File: config.mk
export PLATFORM = sky130hd
export DESIGN_NAME = mc_controller_hs
export DESIGN_NICKNAME = d
export VERILOG_FILES = /design/src/rtl/mc_ctrl_pkg.sv /design/src/rtl/mc_wait_timer.sv /design/src/rtl/mc_controller_hs.sv
export SDC_FILE = /design/constraint.sdc
export NUM_CORES = 1
export LEC_CHECK = 0
export ABC_CLOCK_PERIOD_IN_PS = 1500
export CAP_MARGIN = 5
export CORE_AREA = 2 2 58 60
export DETAILED_ROUTE_END_ITERATION = 10
export DIE_AREA = 0 0 60 62
export DONT_BUFFER_PORTS = 1
export PLACE_DENSITY_LB_ADDON = 0.12
export SLEW_MARGIN = 10
export SYNTH_ARGS = -nofsm -noshare
export SYNTH_HDL_FRONTEND = slang
export SYNTH_SLANG_ARGS = --single-unit
File: constraint.sdc
create_clock -name clk -period 1.5 [get_ports clk]
set_clock_uncertainty 0.1 [all_clocks]
set_input_delay 0.225 -clock clk [delete_from_list [all_inputs] [get_ports clk]]
set_output_delay 0.225 -clock clk [all_outputs]
set_load 0.02 [all_outputs]
File: src/rtl/mc_ctrl_pkg.sv
// Shared types and constants for the multi-cycle accumulator CPU controller.
// Holds the state encoding, the two-byte opcode groups and the ALU op codes.
package mc_ctrl_pkg;

    typedef enum logic [3:0] {
        S_IDLE,
        S_START,
        S_FETCH,
        S_DECODE,
        S_FETCH2,
        S_RD_OP,
        S_RD_ACC,
        S_EXEC16,
        S_WR_MEM,
        S_JMP,
        S_RD_REGS,
        S_RD_REGS2,
        S_EXEC,
        S_WB
    } state_e;

    // Two-byte format opcode groups live in ir[7:5]
    localparam logic [2:0] OP_LDA  = 3'b000;
    localparam logic [2:0] OP_STA  = 3'b001;
    localparam logic [2:0] OP_ADD  = 3'b010;
    localparam logic [2:0] OP_SUB  = 3'b011;
    localparam logic [2:0] OP_JMP  = 3'b110;
    localparam logic [7:0] OP_HALT = 8'hFF;

    localparam logic [1:0] ALU_ADD = 2'd0;
    localparam logic [1:0] ALU_SUB = 2'd1;
    localparam logic [1:0] ALU_AND = 2'd2;

    function automatic logic is_mem_state(input state_e s);
        return (s == S_FETCH) || (s == S_FETCH2) || (s == S_RD_OP) || (s == S_WR_MEM);
    endfunction

endpackage

File: src/rtl/mc_wait_timer.sv
// Memory-wait counter: cleared on state entry or ack, counts stalled cycles.
// expired_o flags the last allowed wait cycle (count == WAIT_LIMIT-1).
module mc_wait_timer #(
    parameter int WAIT_LIMIT = 15,
    parameter int CNT_W      = 8
) (
    input  logic clk,
    input  logic rst,
    input  logic clr_i,
    input  logic inc_i,
    output logic expired_o
);

    logic [CNT_W-1:0] cnt_q, cnt_d;

    always_comb begin
        cnt_d = cnt_q;
        if (clr_i) begin
            cnt_d = '0;
        end else if (inc_i) begin
            cnt_d = cnt_q + 1'b1;
        end
    end

    always_ff @(posedge clk or posedge rst) begin
        if (rst) begin
            cnt_q <= '0;
        end else begin
            cnt_q <= cnt_d;
        end
    end

    assign expired_o = (cnt_q == CNT_W'(WAIT_LIMIT - 1));

endmodule

File: src/rtl/mc_controller_hs.sv
// Multi-cycle control FSM for the accumulator CPU with a memory req/ack handshake,
// bounded wait timeout (sticky err), HALT and register-format ALU ops.
module mc_controller_hs
    import mc_ctrl_pkg::*;
#(
    parameter int ACC_W      = 2,
    parameter int ALU_OP_W   = 2,
    parameter int WAIT_LIMIT = 15
) (
    input  logic                clk,
    input  logic                rst,
    input  logic                start,
    input  logic [7:0]          ir,
    input  logic [2:0]          czn,
    input  logic                mem_ack,
    output logic                done,
    output logic                err,
    output logic                mem_req,
    output logic                mem_we,
    output logic                addr_from_tr,
    output logic                pc_inc,
    output logic                pc_ld,
    output logic                ir_we,
    output logic                tr_we,
    output logic                a_we,
    output logic                b_we,
    output logic                b_from_mem,
    output logic [ACC_W-1:0]    acc_sel,
    output logic                acc_we,
    output logic                a_zero,
    output logic                b_zero,
    output logic [ALU_OP_W-1:0] alu_op,
    output logic                alu_res_we,
    output logic                czn_we
);

    state_e state_q, state_d;
    logic   err_q, err_d;
    logic   mem_st, expired, timeout;
    logic [ACC_W-1:0] dest, src;

    assign mem_st  = is_mem_state(state_q);
    assign timeout = mem_st && !mem_ack && expired;
    assign dest    = ir[ACC_W+1:2];
    assign src     = ir[ACC_W-1:0];
    assign err     = err_q;

    mc_wait_timer #(
        .WAIT_LIMIT (WAIT_LIMIT),
        .CNT_W      (8)
    ) u_wait_timer (
        .clk       (clk),
        .rst       (rst),
        .clr_i     (!mem_st || mem_ack || expired),
        .inc_i     (mem_st && !mem_ack),
        .expired_o (expired)
    );

    always_ff @(posedge clk or posedge rst) begin
        if (rst) begin
            state_q <= S_IDLE;
            err_q   <= 1'b0;
        end else begin
            state_q <= state_d;
            err_q   <= err_d;
        end
    end

    always_comb begin
        state_d      = state_q;
        err_d        = err_q;
        done         = 1'b0;
        mem_req      = 1'b0;
        mem_we       = 1'b0;
        addr_from_tr = 1'b0;
        pc_inc       = 1'b0;
        pc_ld        = 1'b0;
        ir_we        = 1'b0;
        tr_we        = 1'b0;
        a_we         = 1'b0;
        b_we         = 1'b0;
        b_from_mem   = 1'b0;
        acc_sel      = '0;
        acc_we       = 1'b0;
        a_zero       = 1'b0;
        b_zero       = 1'b0;
        alu_op       = ALU_OP_W'(ALU_ADD);
        alu_res_we   = 1'b0;
        czn_we       = 1'b0;

        // Memory states keep req and address select up while stalled; enables only on ack
        case (state_q)
            S_IDLE: begin
                done = 1'b1;
                if (start) state_d = S_START;
            end
            S_START: begin
                if (!start) begin
                    state_d = S_FETCH;
                    err_d   = 1'b0;
                end
            end
            S_FETCH: begin
                mem_req = 1'b1;
                if (mem_ack) begin
                    ir_we   = 1'b1;
                    pc_inc  = 1'b1;
                    state_d = S_DECODE;
                end
            end
            S_DECODE: begin
                if (!ir[7] || ir[7:5] == OP_JMP) state_d = S_FETCH2;
                else if (ir == OP_HALT)          state_d = S_IDLE;
                else if (ir[6])                  state_d = S_FETCH;
                else                             state_d = S_RD_REGS;
            end
            S_FETCH2: begin
                mem_req = 1'b1;
                if (mem_ack) begin
                    tr_we  = 1'b1;
                    pc_inc = 1'b1;
                    if (ir[7:5] == OP_JMP)      state_d = S_JMP;
                    else if (ir[7:5] == OP_STA) state_d = S_RD_ACC;
                    else                        state_d = S_RD_OP;
                end
            end
            S_RD_OP: begin
                mem_req      = 1'b1;
                addr_from_tr = 1'b1;
                b_from_mem   = 1'b1;
                if (mem_ack) begin
                    a_we    = 1'b1;
                    b_we    = 1'b1;
                    state_d = S_EXEC16;
                end
            end
            S_RD_ACC: begin
                a_we    = 1'b1;
                b_we    = 1'b1;
                state_d = S_EXEC16;
            end
            S_EXEC16: begin
                alu_res_we = 1'b1;
                case (ir[7:5])
                    OP_LDA: begin a_zero = 1'b1; czn_we = 1'b1; end
                    OP_STA: b_zero = 1'b1;
                    OP_ADD: czn_we = 1'b1;
                    OP_SUB: begin alu_op = ALU_OP_W'(ALU_SUB); czn_we = 1'b1; end
                    default: ;
                endcase
                state_d = (ir[7:5] == OP_STA) ? S_WR_MEM : S_WB;
            end
            S_WR_MEM: begin
                mem_req      = 1'b1;
                addr_from_tr = 1'b1;
                mem_we       = 1'b1;
                if (mem_ack) state_d = S_FETCH;
            end
            S_JMP: begin
                case (ir[2:1])
                    2'b00:   pc_ld = 1'b1;
                    2'b01:   pc_ld = czn[2];
                    2'b10:   pc_ld = czn[1];
                    default: pc_ld = czn[0];
                endcase
                state_d = S_FETCH;
            end
            S_RD_REGS: begin
                acc_sel = src;
                b_we    = 1'b1;
                state_d = S_RD_REGS2;
            end
            S_RD_REGS2: begin
                acc_sel = dest;
                a_we    = 1'b1;
                state_d = S_EXEC;
            end
            S_EXEC: begin
                alu_res_we = 1'b1;
                case (ir[5:4])
                    2'b00:   a_zero = 1'b1;
                    2'b01:   czn_we = 1'b1;
                    2'b10:   begin alu_op = ALU_OP_W'(ALU_SUB); czn_we = 1'b1; end
                    default: begin alu_op = ALU_OP_W'(ALU_AND); czn_we = 1'b1; end
                endcase
                state_d = S_WB;
            end
            S_WB: begin
                acc_we  = 1'b1;
                acc_sel = ir[7] ? dest : '0;
                state_d = S_FETCH;
            end
            default: state_d = S_IDLE;
        endcase

        if (timeout) begin
            state_d = S_IDLE;
            err_d   = 1'b1;
        end
    end

endmodule

Word-level counts from Yosys, hierarchy flattened
Index checks and enable logic that the tools add are counted.
{"block": "totals", "regBits": 13, "output_inout_bits": 21}
{"block": "op_classes", "add_sub_neg": 1, "n_eq_ne": 30, "mux": 47, "reduce_logical": 28}
{"operator": "4-bit one-hot mux with 13 select lines", "n": 1}
{"operator": "4-bit two-way mux", "n": 11}
{"operator": "4-bit equality test (second input constant)", "n": 6}
{"operator": "1-bit two-way mux", "n": 22}
{"operator": "3-bit != test (second input constant)", "n": 6}
{"operator": "4-bit by 3-bit equality test with 1-bit output (second input constant)", "n": 4}
{"operator": "8-bit two-way mux", "n": 2}
{"operator": "2-bit OR reduction", "n": 7}
{"operator": "8-bit by 1-bit adder with 8-bit output (second input constant)", "n": 1}
{"operator": "4-bit by 2-bit equality test with 1-bit output (second input constant)", "n": 2}
{"operator": "8-bit by 4-bit equality test with 1-bit output (second input constant)", "n": 1}
{"operator": "8-bit equality test (second input constant)", "n": 1}
{"operator": "1-bit one-hot mux with 2 select lines", "n": 4}
{"operator": "2-bit one-hot mux with 2 select lines", "n": 2}
{"operator": "3-bit by 2-bit equality test with 1-bit output (second input constant)", "n": 2}
{"operator": "1-bit logical OR", "n": 6}
{"operator": "2-bit one-hot mux with 3 select lines", "n": 1}
{"operator": "6-bit AND reduction", "n": 1}
{"operator": "2-bit by 1-bit equality test with 1-bit output (second input constant)", "n": 2}
{"operator": "2-bit equality test (second input constant)", "n": 2}
{"operator": "4-bit by 1-bit equality test with 1-bit output (second input constant)", "n": 1}
{"operator": "2-bit logical NOT", "n": 2}
{"operator": "4-bit logical NOT", "n": 1}
{"operator": "2-bit two-way mux", "n": 2}
{"operator": "other kinds (12)", "n": 16}

Logic depth before layout (Yosys ltp)
Gate-level depths: netlist of the first run.
{"block": "logic_depth", "word_depth": 8, "mapped_depth": 7, "ltp_nobuf": 6}

By module
From an unflattened synthesis of the first run, not the netlist that was laid out.
{"block": "unflattened", "cells_unflattened": 160, "area_unflattened_um2": 1298.7}
{"module": "mc_controller_hs", "instances": 1, "cells_per_inst": 118, "area_each_um2": 872.1, "seq_area_each_um2": 125.1}
{"module": "mc_wait_timer", "instances": 1, "cells_per_inst": 42, "area_each_um2": 426.7, "seq_area_each_um2": 200.2}

Worst setup path after synthesis of the first run
OpenSTA, ideal clock, no wires.
{"block": "synth_path", "path_kind": "reg2out", "from": "reg state_q[3]", "to": "out pc_ld", "arrival_time_ns": 1.905, "required_time_ns": 1.175, "setup_slack_ns": -0.730, "stages_incl_launch_ff": 5, "n_path_buf": 2, "cell_sequence": "dfrtp_1 > buf_2 > clkbuf_1 > nand2_1 > a2111oi_0"}
{"block": "synth_between", "elab_chain_len": 2}
{"item": "from (decl)", "line": "mc_controller_hs.sv:37", "source": "state_e state_q, state_d;"}
{"item": "from (signal assigned)", "line": "mc_controller_hs.sv:64", "source": "state_q <= state_d;"}
{"item": "4-bit equality test", "line": "mc_controller_hs.sv:92", "source": "case (state_q)"}
{"item": "1-bit two-way mux", "line": "mc_controller_hs.sv:92"}
{"item": "to (decl)", "line": "mc_controller_hs.sv:22", "source": "output logic pc_ld,"}
No other way between the ends.

Worst setup path in the final report of the first run
{"block": "layout_path", "from": "reg state_q[0]", "to": "out czn_we"}
{"block": "layout_between", "elab_chain_len": 2, "word_cells_on_any_way": 3}
{"item": "4-bit equality test or 4-bit by 3-bit equality test with 1-bit output (tied branches)", "line": "mc_controller_hs.sv:92"}
{"item": "1-bit one-hot mux with 2 select lines *", "line": "mc_controller_hs.sv:92"}
{"item": "to (decl)", "line": "mc_controller_hs.sv:34", "source": "output logic czn_we"}
Mark *: on every way between the ends. The rest lies on a longest branch, timed or not.

==> results of run 1 <==
[synthesized netlist by cell type (all sizes together)]
cell type and count:
a2111oi 1, a21o 1, a21oi 13, a221o 1, a22o 3, a2bb2oi 1
a311o 1, and2 2, and3 1, buf 7, clkbuf 4, dfrtp 13
ha 2, inv 9, mux2i 2, nand2 15, nand2b 7, nand3 6
nand4 3, nand4b 1, nor2 20, nor2b 4, nor3 6, nor3b 2
nor4 3, nor4bb 1, o211ai 4, o21a 1, o21ai 10, o22ai 2
o31a 2, o41ai 2, or2 1, or3 2, or3b 1, xnor2 1
xor2 4
[per-layer routing]
layer	vias up	wire, µm	GRT usage, %
met2	50	2270	40.4
li1	689	-	-
met5	-	0	0
met4	0	117	8.89
met3	11	149	1.66
met1	685	1650	23.1
[what timing repair did]
| action | 4_1_cts | 5_1_grt |
|---|---|---|
| endpoints found under the hold margin | 13 | 0 |
| buffers inserted | 9 | 7 |
| gates resized for setup | 39 | 45 |
| setup endpoints to repair | 33 | 33 |
| gates cloned | 0 | 1 |
| pin swaps | 8 | 17 |
| hold buffers | 1 | 0 |
[registers in the layout (all words and copies together) (netlist names)]
name / flops
err: 1
state_q: 4
u_wait_timer.cnt_q: 8
[per-stage QoR]
| step | hold WS (ns) | area, µm² | std cells |
|---|---|---|---|
| 2_1_floorplan | 0.00196 | 1280 | 159 |
| 3_3_place_gp | 0.0669 | 1640 | 243 |
| 3_5_place_dp | 0.0674 | 1640 | 243 |
| 4_1_cts | 0.00544 | 1890 | 257 |
| 5_1_grt | 0.0192 | 2170 | 265 |
| 6_report | 0.0179 | 2170 | 265 |
[cell families after synthesis]
| kind of cell | after synthesis | synth area share [%] |
|---|---|---|
| DFF | 13 | 27.1 |
| buffers and inverters | 20 | 7.92 |
| xor gates and xnor gates | 5 | 3.65 |
| AOI/OAI and AO/OA | 42 | 23.2 |
| adders and majority gates | 2 | 2.08 |
| and+or+nand+nor | 75 | 34.4 |
| muxes | 2 | 1.67 |
[final cells by class]
type / instances / share of cell area [%]
Tap cell: 46 / 2.65
Sequential cell: 13 / 15.2
Timing Repair Buffer: 67 / 28.0
Clock buffer: 4 / 1.21
Multi-Input combinational cell: 126 / 51.2
Inverter: 9 / 1.78
[power groups by stage]
stage                     Combinational, mW  Clock, mW  Sequential [mW]
final                                  3.02      0.215            0.559
after CTS                              2.41      0.220            0.551
after global placement                 1.97          0            0.540
after global routing                   3.20      0.236            0.567
after detailed placement               1.97          0            0.545
after floorplan                        1.26          0            0.496
[worst paths after layout]
| kind | start | slack, ns | endpoint |
|---|---|---|---|
| hold / removal | start | 0.02 | err |
| setup reg to reg | state_q[1] | -0.32 | state_q[2] |
| setup / recovery | state_q[0] | -0.41 | czn_we |
| min in group asynchronous | rst | 0.30 | u_wait_timer.cnt_q[3] |
| max in group asynchronous | rst | 0.63 | state_q[1] |
| hold reg to reg | u_wait_timer.cnt_q[0] | 0.47 | u_wait_timer.cnt_q[0] |
==> results by group, run 1 <==
STA
  • Pins Over Slew Limit: 0
  • Final worst setup slack: -0.408 ns
  • Final Critical Period: about 1.9 ns
  • RSZ-0062 raised after global routing: yes
  • Hold Fails Final Rpt: 0
  • Slew @ Worst Pin: 0.492 ns
  • Final Setup Violations: 33
  • Fmax: approximately 520 MHz
  • Fin Setup TNS: -8.34 ns
  • Tcrit/Tclk final: 127%
  • Slew Limit Headroom: 67.2%

Power and ir drop
  • Sw Share: between 40 and 50%
  • Maximum VDD drop: between 0.6 and 0.7 mV
  • Clk pwr share: between 5 and 6%
  • Leak: approximately 0.93 nW
  • Pwr/cell area: around 1700 nW/µm²
  • Logic pwr share: roughly 80%
  • Reg power frac: between 10% and 20%
  • Pint: roughly 2.1 mW
  • Switch Pwr: 1.72 mW
  • Final Power: approximately 3.8 mW

Routing
  • Vias: ~1,400
  • Pre-antenna DRT Iters: 4
  • WL/cell: 15.8 µm
  • Residual DRC: 0
  • Vias per cell: 5.42
  • Iter 0 DRT Violations: 46
  • Final wirelength: between 4 and 5 mm
  • Number of routed nets with antenna violations: 0

Setup path
  • CP Capture Type: output pin
  • Critical Path RT: 1.17 ns
  • WP buf/inv: 1
  • R2R cell count: 7
  • CP max stage cell: dfrtp_2
  • Startpoint types: register
  • Crit path max-delay family: compound AO/OA/AOI/OAI gates
  • CP peak stage delay: 0.43 ns
  • Crit path depth: 4
  • Crit Path Max Fanout: 6
  • Kind of critical path: reg2out
  • Critical-path cell list: buf_6 -> nand2_8 -> o41ai_2 -> o31a_1
  • Critical path arrival: ~1.6 ns

Layout
  • Layout area overhead: 81.0%
  • Fin nets: about 240
  • Multi-input logic area: around 1100 µm²
  • Layout filler cell count: roughly 250
  • Layout cells sized above 1: 58.0%
  • Commonest non-fill, non-tap cell in the layout: buf_4
  • Sequential cell area: roughly 330 µm²
  • Antenna cells: 0
  • Final Util: 68.4%
  • Most frequent cells in the layout: buf_4 (49), nor2_4 (13), buf_6 (13)

Die
  • Boundary pin count: 36
  • Row count: 21
  • Die X: about 60 µm
  • Core area: around 3200 µm²
  • Die footprint: 3720 µm²
  • Initial Util: a little under two fifths
  • Die Y: just over 60 µm

Clocking
  • Clock buffer depth: 2
  • Root Driver: clkbuf_4
  • H-tree levels: 1
  • Cts bufs inserted: 3
  • CTS tree: done
  • Clock latency on the worst-skew pair: 0.28 ns
  • Worst-path clk slew: around 0.07 ns
  • Clock Sinks: 13

Yosys
  • Share of the synthesized area in the top cell type: between 20% and 30%
  • Syn_area_per_cell: between 7 and 8 µm²
  • Sequential area share after synthesis: around 27%
  • Yosys warnings: 0
  • Top cells by area, synth: dfrtp_1 (27%), a21oi_1 (5.0%), nand2_1 (4.7%), nor2_1 (4.1%), nor2_2 (3.6%)
  • Mapped Cells: between 150 and 200
  • Top cell type by total area after synthesis: dfrtp_1
  • Syn_nets: approximately 180
  • Distinct cells, synth: 46
  • #FFs+latches synth: 13
  • Netlist Area Pre-Place: between 1000 and 1500 µm²

Global route
  • Vias in the first global route: about 1,400
  • Grt total ovfl: 0
  • Largest net degree at the start of global routing: 14
  • Initial antenna violation count: 0
  • GRT Overall Usage: roughly a fifth
  • First-pass GRT wire length: ~5.9 mm

Run
  • Total of max-cap violations: 0

Run status
  • Failing checks: negative setup slack
  • Outcome: finished with violations

Placement
  • IO buf count: 0
  • Post-place setup slack: -0.329 ns
  • HPWL after detailed placement: between 2 and 3 mm
  • Final GP Congestion: roughly 0.87

Min path
  • WHS Path Cells: 2
  • Class of the worst hold path: in2reg
Note: power is estimated with default switching activity, not from simulation.
==> run 2, diff against run 1 <==
--- a/config.mk
+++ b/config.mk
@@ -11,7 +11,9 @@
 export DETAILED_ROUTE_END_ITERATION = 10
 export DIE_AREA = 0 0 60 62
 export DONT_BUFFER_PORTS = 1
+export GPL_ROUTABILITY_DRIVEN = 0
 export PLACE_DENSITY_LB_ADDON = 0.12
+export SETUP_SLACK_MARGIN = 0.1
 export SLEW_MARGIN = 10
 export SYNTH_ARGS = -nofsm -noshare
 export SYNTH_HDL_FRONTEND = slang
==> run 2 against run 1 <==
Effect of this change: the run still ends with negative setup slack left; sequential share of layout area increased by 0.19 points; clock power shrank 2%; fmax rose by 3.5%; sequential cell count unchanged; wire length up 2.2%; first-iteration DRC count is 22% higher; total power down 1.1%; sequential power hardly changed; combinational power barely moved; critical endpoint is now addr_from_tr.
==> results by group, run 2 (synthesized netlist as in run 1, its figures left out) <==
Run status
  • Outcome: finished with violations
  • Failing checks: negative setup slack

Die
  • Die Y: around 62 µm
  • Die X: roughly 60 µm
  • Die footprint: between 3000 and 4000 µm²
  • Core area: ~3200 µm²
  • Boundary pin count: 36
  • Initial Util: a little under two fifths
  • Row count: 21

Setup path
  • Critical-path cell list: buf_4 -> buf_4 -> nor3_4 -> buf_6 -> or2_4
  • Startpoint types: register
  • R2R cell count: 7
  • Worst path most repeated cell: buf_4
  • CP Capture Type: output pin
  • Kind of critical path: reg2out
  • Crit Path Max Fanout: 4
  • CP peak stage delay: ~0.46 ns
  • Critical path arrival: 1.52 ns
  • CP max stage cell: dfrtp_2
  • Critical Path RT: between 1 and 1.5 ns

Placement
  • HPWL after detailed placement: between 2 and 3 mm
  • Placed cells: 246
  • Post-place setup slack: -0.226 ns
  • IO buf count: 0

Clocking
  • Worst-path clk slew: around 0.070 ns
  • Clock latency on the worst-skew pair: ~0.27 ns
  • Clock Sinks: 13
  • Clock buffer depth: 2
  • Root Driver: clkbuf_4
  • H-tree levels: 1
  • CTS tree: done
  • Cts bufs inserted: 3

Layout
  • Finished Layout Cells: ~260
  • Layout filler cell count: 248
  • Multi-input logic area: about 1100 µm²
  • Fin nets: roughly 240
  • Reg with most FFs: u_wait_timer.cnt_q
  • Layout cells sized above 1: 60.6%
  • Antenna cells: 0
  • Most frequent cells in the layout: buf_4 (45), buf_6 (19), nand2_1 (10)
  • Commonest non-fill, non-tap cell in the layout: buf_4
  • Sequential cell area: between 300 and 400 µm²
  • Layout area overhead: 78.9%
  • Final Util: about two thirds
  • Max FFs per register: 8

STA
  • Worst hold slack: around 0.033 ns
  • Pins Over Slew Limit: 0
  • Slew Limit Headroom: about two thirds
  • Fmax: between 500 and 600 MHz
  • Slew @ Worst Pin: roughly 0.5 ns
  • Hold Fails Final Rpt: 0
  • Fin Setup TNS: -7.99 ns
  • Final worst setup slack: -0.344 ns
  • Final Critical Period: approximately 1.8 ns
  • Final Setup Violations: 33
  • RSZ-0062 raised after global routing: yes
  • Tcrit/Tclk final: 123%

Global route
  • First-pass GRT wire length: about 6.3 mm
  • Grt total ovfl: 0
  • Initial antenna violation count: 0
  • GRT Overall Usage: around 22%
  • Largest net degree at the start of global routing: 14
  • Vias in the first global route: between 1,000 and 1,500

Power and ir drop
  • Pwr/cell area: 1750 nW/µm²
  • Maximum VDD drop: ~0.66 mV
  • Leak: 0.926 nW

Routing
  • Iter 0 DRT Violations: 56
  • Residual DRC: 0
  • Final wirelength: between 4 and 5 mm
  • Vias: between 1,000 and 1,500
  • Number of routed nets with antenna violations: 0
  • Vias per cell: between 5 and 6
  • WL/cell: about 16 µm
  • Pre-antenna DRT Iters: 4

Min path
  • WHS Path Cells: 3
  • Class of the worst hold path: in2reg

Run
  • Total of max-cap violations: 0
run 2: cell count changes in the layout (fill, tap and decap cells not counted), sizes merged:
cell         change
dlygate4sd3      +1
clkbuf           -1
buf              -1
run 2: critical path, delay by kind of cell (launching register included):
kind	cells	cell delay (ns)
buf+inv	3	0.46
flops	1	0.46
simple gates	2	0.34
run 2: report_power, final:
part           total, mW  switching, mW  internal (mW)
clock network      0.210          0.107          0.103
registers          0.557          0.128          0.428
logic               2.99           1.51           1.48
run 2: area by class of cell:
type | count | area share, %
Sequential cell | 13 | 15.4
Multi-Input combinational cell | 126 | 52.4
Inverter | 9 | 1.69
Clock buffer | 4 | 1.22
Tap cell | 46 | 2.68
Timing Repair Buffer | 66 | 26.6
run 2: final timing paths:
kind | start | end | slack [ns]
max in group asynchronous | rst | state_q[2] | 0.59
worst max-delay path | state_q[1] | addr_from_tr | -0.34
worst min register to register | u_wait_timer.cnt_q[0] | u_wait_timer.cnt_q[0] | 0.46
min in group asynchronous | rst | u_wait_timer.cnt_q[6] | 0.33
worst max register to register | state_q[1] | u_wait_timer.cnt_q[7] | -0.28
worst min-delay path | mem_ack | state_q[1] | 0.03
run 2: per-stage QoR:
step | total power, mW | cell area, µm²
global route | 3.96 | 2150
global placement | 2.59 | 1680
detailed placement | 2.63 | 1680
finish | 3.75 | 2150
floorplan | 1.85 | 1320
CTS | 3.40 | 2000
run 2: layer usage:
metal / track usage [%] / vias up / share of wire, %
met5: 0 / - / 0
met4: 11.1 / 0 / 4.2
met3: 3.11 / 20 / 3.5
met2: 41.1 / 43 / 55
met1: 24.7 / 709 / 38
li1: - / 682 / -
run 2: timing repair:
action                                  CTS  global route
pin swaps                                14            16
endpoints found under the hold margin    14             0
hold buffers                              2             0
resized for setup                        57            23
endpoints found under the setup margin   33            33
buffers inserted                          8             4
==> run 3, diff against run 2 <==
==> constraint.sdc (replaced) <==
create_clock -name clk -period 1.5 [get_ports clk]
set_clock_uncertainty 0.1 [all_clocks]
set_input_delay 0.3 -clock clk [delete_from_list [all_inputs] [get_ports clk]]
set_output_delay 0.3 -clock clk [all_outputs]
set_load 0.02 [all_outputs]
==> run 3 against run 2 <==
Effect of this change: the flow still finishes with violations (negative setup slack); sequential cell count unchanged; non-clock buffer count increased by 6; fmax decreased by 4.2%; global-route usage increased by 1.4 points; first-iteration DRC count decreased by 7.1%; critical path depth increased by 1; combinational power increased by 6.7%; clock power increased by 7%; largest power group unchanged; highest routed layer unchanged.
==> results by group, run 3 (synthesized netlist as in run 1, its figures left out) <==
Clocking
  • Clock Sinks: 13
  • H-tree levels: 1
  • Clock buffer depth: 2
  • Cts bufs inserted: 3
  • CTS tree: done
  • Root Driver: clkbuf_4
  • Worst-path clk slew: approximately 0.090 ns
  • Clock latency on the worst-skew pair: ~0.28 ns

Setup path
  • Crit Path Max Fanout: 7
  • Startpoint types: register
  • Critical Path RT: around 1.1 ns
  • Critical path arrival: 1.53 ns
  • R2R Setup Slk: -0.40 ns
  • Kind of critical path: reg2out
  • CP Capture Type: output pin

Die
  • Row count: 21
  • Initial Util: 37.8%
  • Core area: roughly 3200 µm²
  • Die Y: 62 µm
  • Boundary pin count: 36
  • Die footprint: 3720 µm²
  • Die X: roughly 60 µm

Layout
  • Finished Layout Cells: 270
  • Antenna cells: 0
  • Layout filler cell count: about 250
  • Commonest non-fill, non-tap cell in the layout: buf_4
  • Layout area overhead: 84.0%
  • Layout cells sized above 1: between 60% and 70%
  • Most frequent cells in the layout: buf_4 (51), buf_6 (20), nand2_1 (10), dfrtp_1 (10), nor2_4 (9)
  • Max FFs per register: 8
  • Reg with most FFs: u_wait_timer.cnt_q
  • Fin nets: around 240

STA
  • Fmax: just over 500 MHz
  • Worst hold slack: ~0.064 ns
  • Fin Setup TNS: -10.94 ns
  • Final worst setup slack: -0.425 ns
  • Final Critical Period: between 1.5 and 2 ns
  • Final Setup Violations: 33
  • Hold Fails Final Rpt: 0
  • RSZ-0062 raised after global routing: yes
  • Slew Limit Headroom: around 66%
  • Pins Over Slew Limit: 0
  • Tcrit/Tclk final: 128%
  • Slew @ Worst Pin: approximately 0.51 ns

Min path
  • Class of the worst hold path: in2reg

Routing
  • Vias per cell: about 5.4
  • Final wirelength: approximately 4.2 mm
  • Iter 0 DRT Violations: 52
  • Vias: between 1,000 and 1,500
  • Pre-antenna DRT Iters: 4
  • Residual DRC: 0
  • Number of routed nets with antenna violations: 0
  • WL/cell: 15.7 µm

Power and ir drop
  • Leak: a little under 1 nW
  • Pwr/cell area: ~1800 nW/µm²
  • Maximum VDD drop: 0.834 mV

Global route
  • Largest net degree at the start of global routing: 14
  • Initial antenna violation count: 0
  • GRT Overall Usage: 23.5%
  • Grt total ovfl: 0
  • Vias in the first global route: roughly 1,400
  • First-pass GRT wire length: around 6.5 mm

Placement
  • IO buf count: 0
  • HPWL after detailed placement: approximately 2.9 mm
  • Post-place setup slack: -0.311 ns
  • Placed cells: between 200 and 250

Run
  • Total of max-cap violations: 0

Run status
  • Outcome: finished with violations
  • Failing checks: negative setup slack
==> run 3: cell types whose count changed in the layout (fill, tap and decap cells not counted), moves of 2 or more <==
cell,change
nand2_2,-2
o21ai_2,-2
buf_4,+6
a21oi_2,-2
==> run 3: worst paths after layout <==
kind,start,depth (start not counted),end
hold / removal,start,2,err
min in group asynchronous,rst,2,u_wait_timer.cnt_q[7]
max in group asynchronous,rst,2,state_q[3]
setup reg to reg,state_q[0],7,u_wait_timer.cnt_q[7]
hold reg to reg,u_wait_timer.cnt_q[1],2,u_wait_timer.cnt_q[1]
setup / recovery,state_q[0],6,ir_we
==> run 3: cell type report <==
cell class                      count  area (µm²)  area share, %
Timing Repair Buffer               72         618           28.0
Tap cell                           46        57.6           2.60
Multi-Input combinational cell    126        1140           51.6
Clock buffer                        4        26.3           1.19
Sequential cell                    13         329           14.9
Inverter                            9        38.8           1.76
==> run 3: through the flow <==
step	util (%)	instance area, µm²	power [mW]
after CTS	65.4	2080	3.63
after floorplan	-	1350	1.88
final	69.5	2210	3.95
after global routing	69.5	2210	4.15
after detailed placement	53.8	1710	2.71
after global placement	53.8	1710	2.69
==> run 3: layer usage <==
metal	vias to the layer above	wire, µm	track usage [%]
li1	694	-	-
met1	706	1680	27.6
met2	44	2320	45.7
met3	8	163	1.24
met4	0	68	7.62
met5	-	0	0
==> run 3: repair_timing <==
action / CTS / global route
resized for setup: 52 / 21
pin swaps: 24 / 20
setup endpoints to repair: 33 / 33
setup buffers: 15 / 5
hold endpoints to repair: 13 / 0
hold buffers: 1 / 0
==> run 3: power breakdown <==
part           leakage [nW]  switching, mW  internal [mW]  total [mW]
Sequential            0.171          0.115          0.426       0.540
Combinational         0.784           1.57           1.61        3.19
Clock                0.0150          0.122          0.103       0.225
Total                 0.970           1.81           2.14        3.95
==> run 3: worst max-delay path, stage by stage, from the launching register on <==
cell,delay [ns]
dfrtp_2,0.49
buf_6,0.15
buf_6,0.12
nor2_4,0.13
nand2_4,0.09
nor2_4,0.13
buf_6,0.13
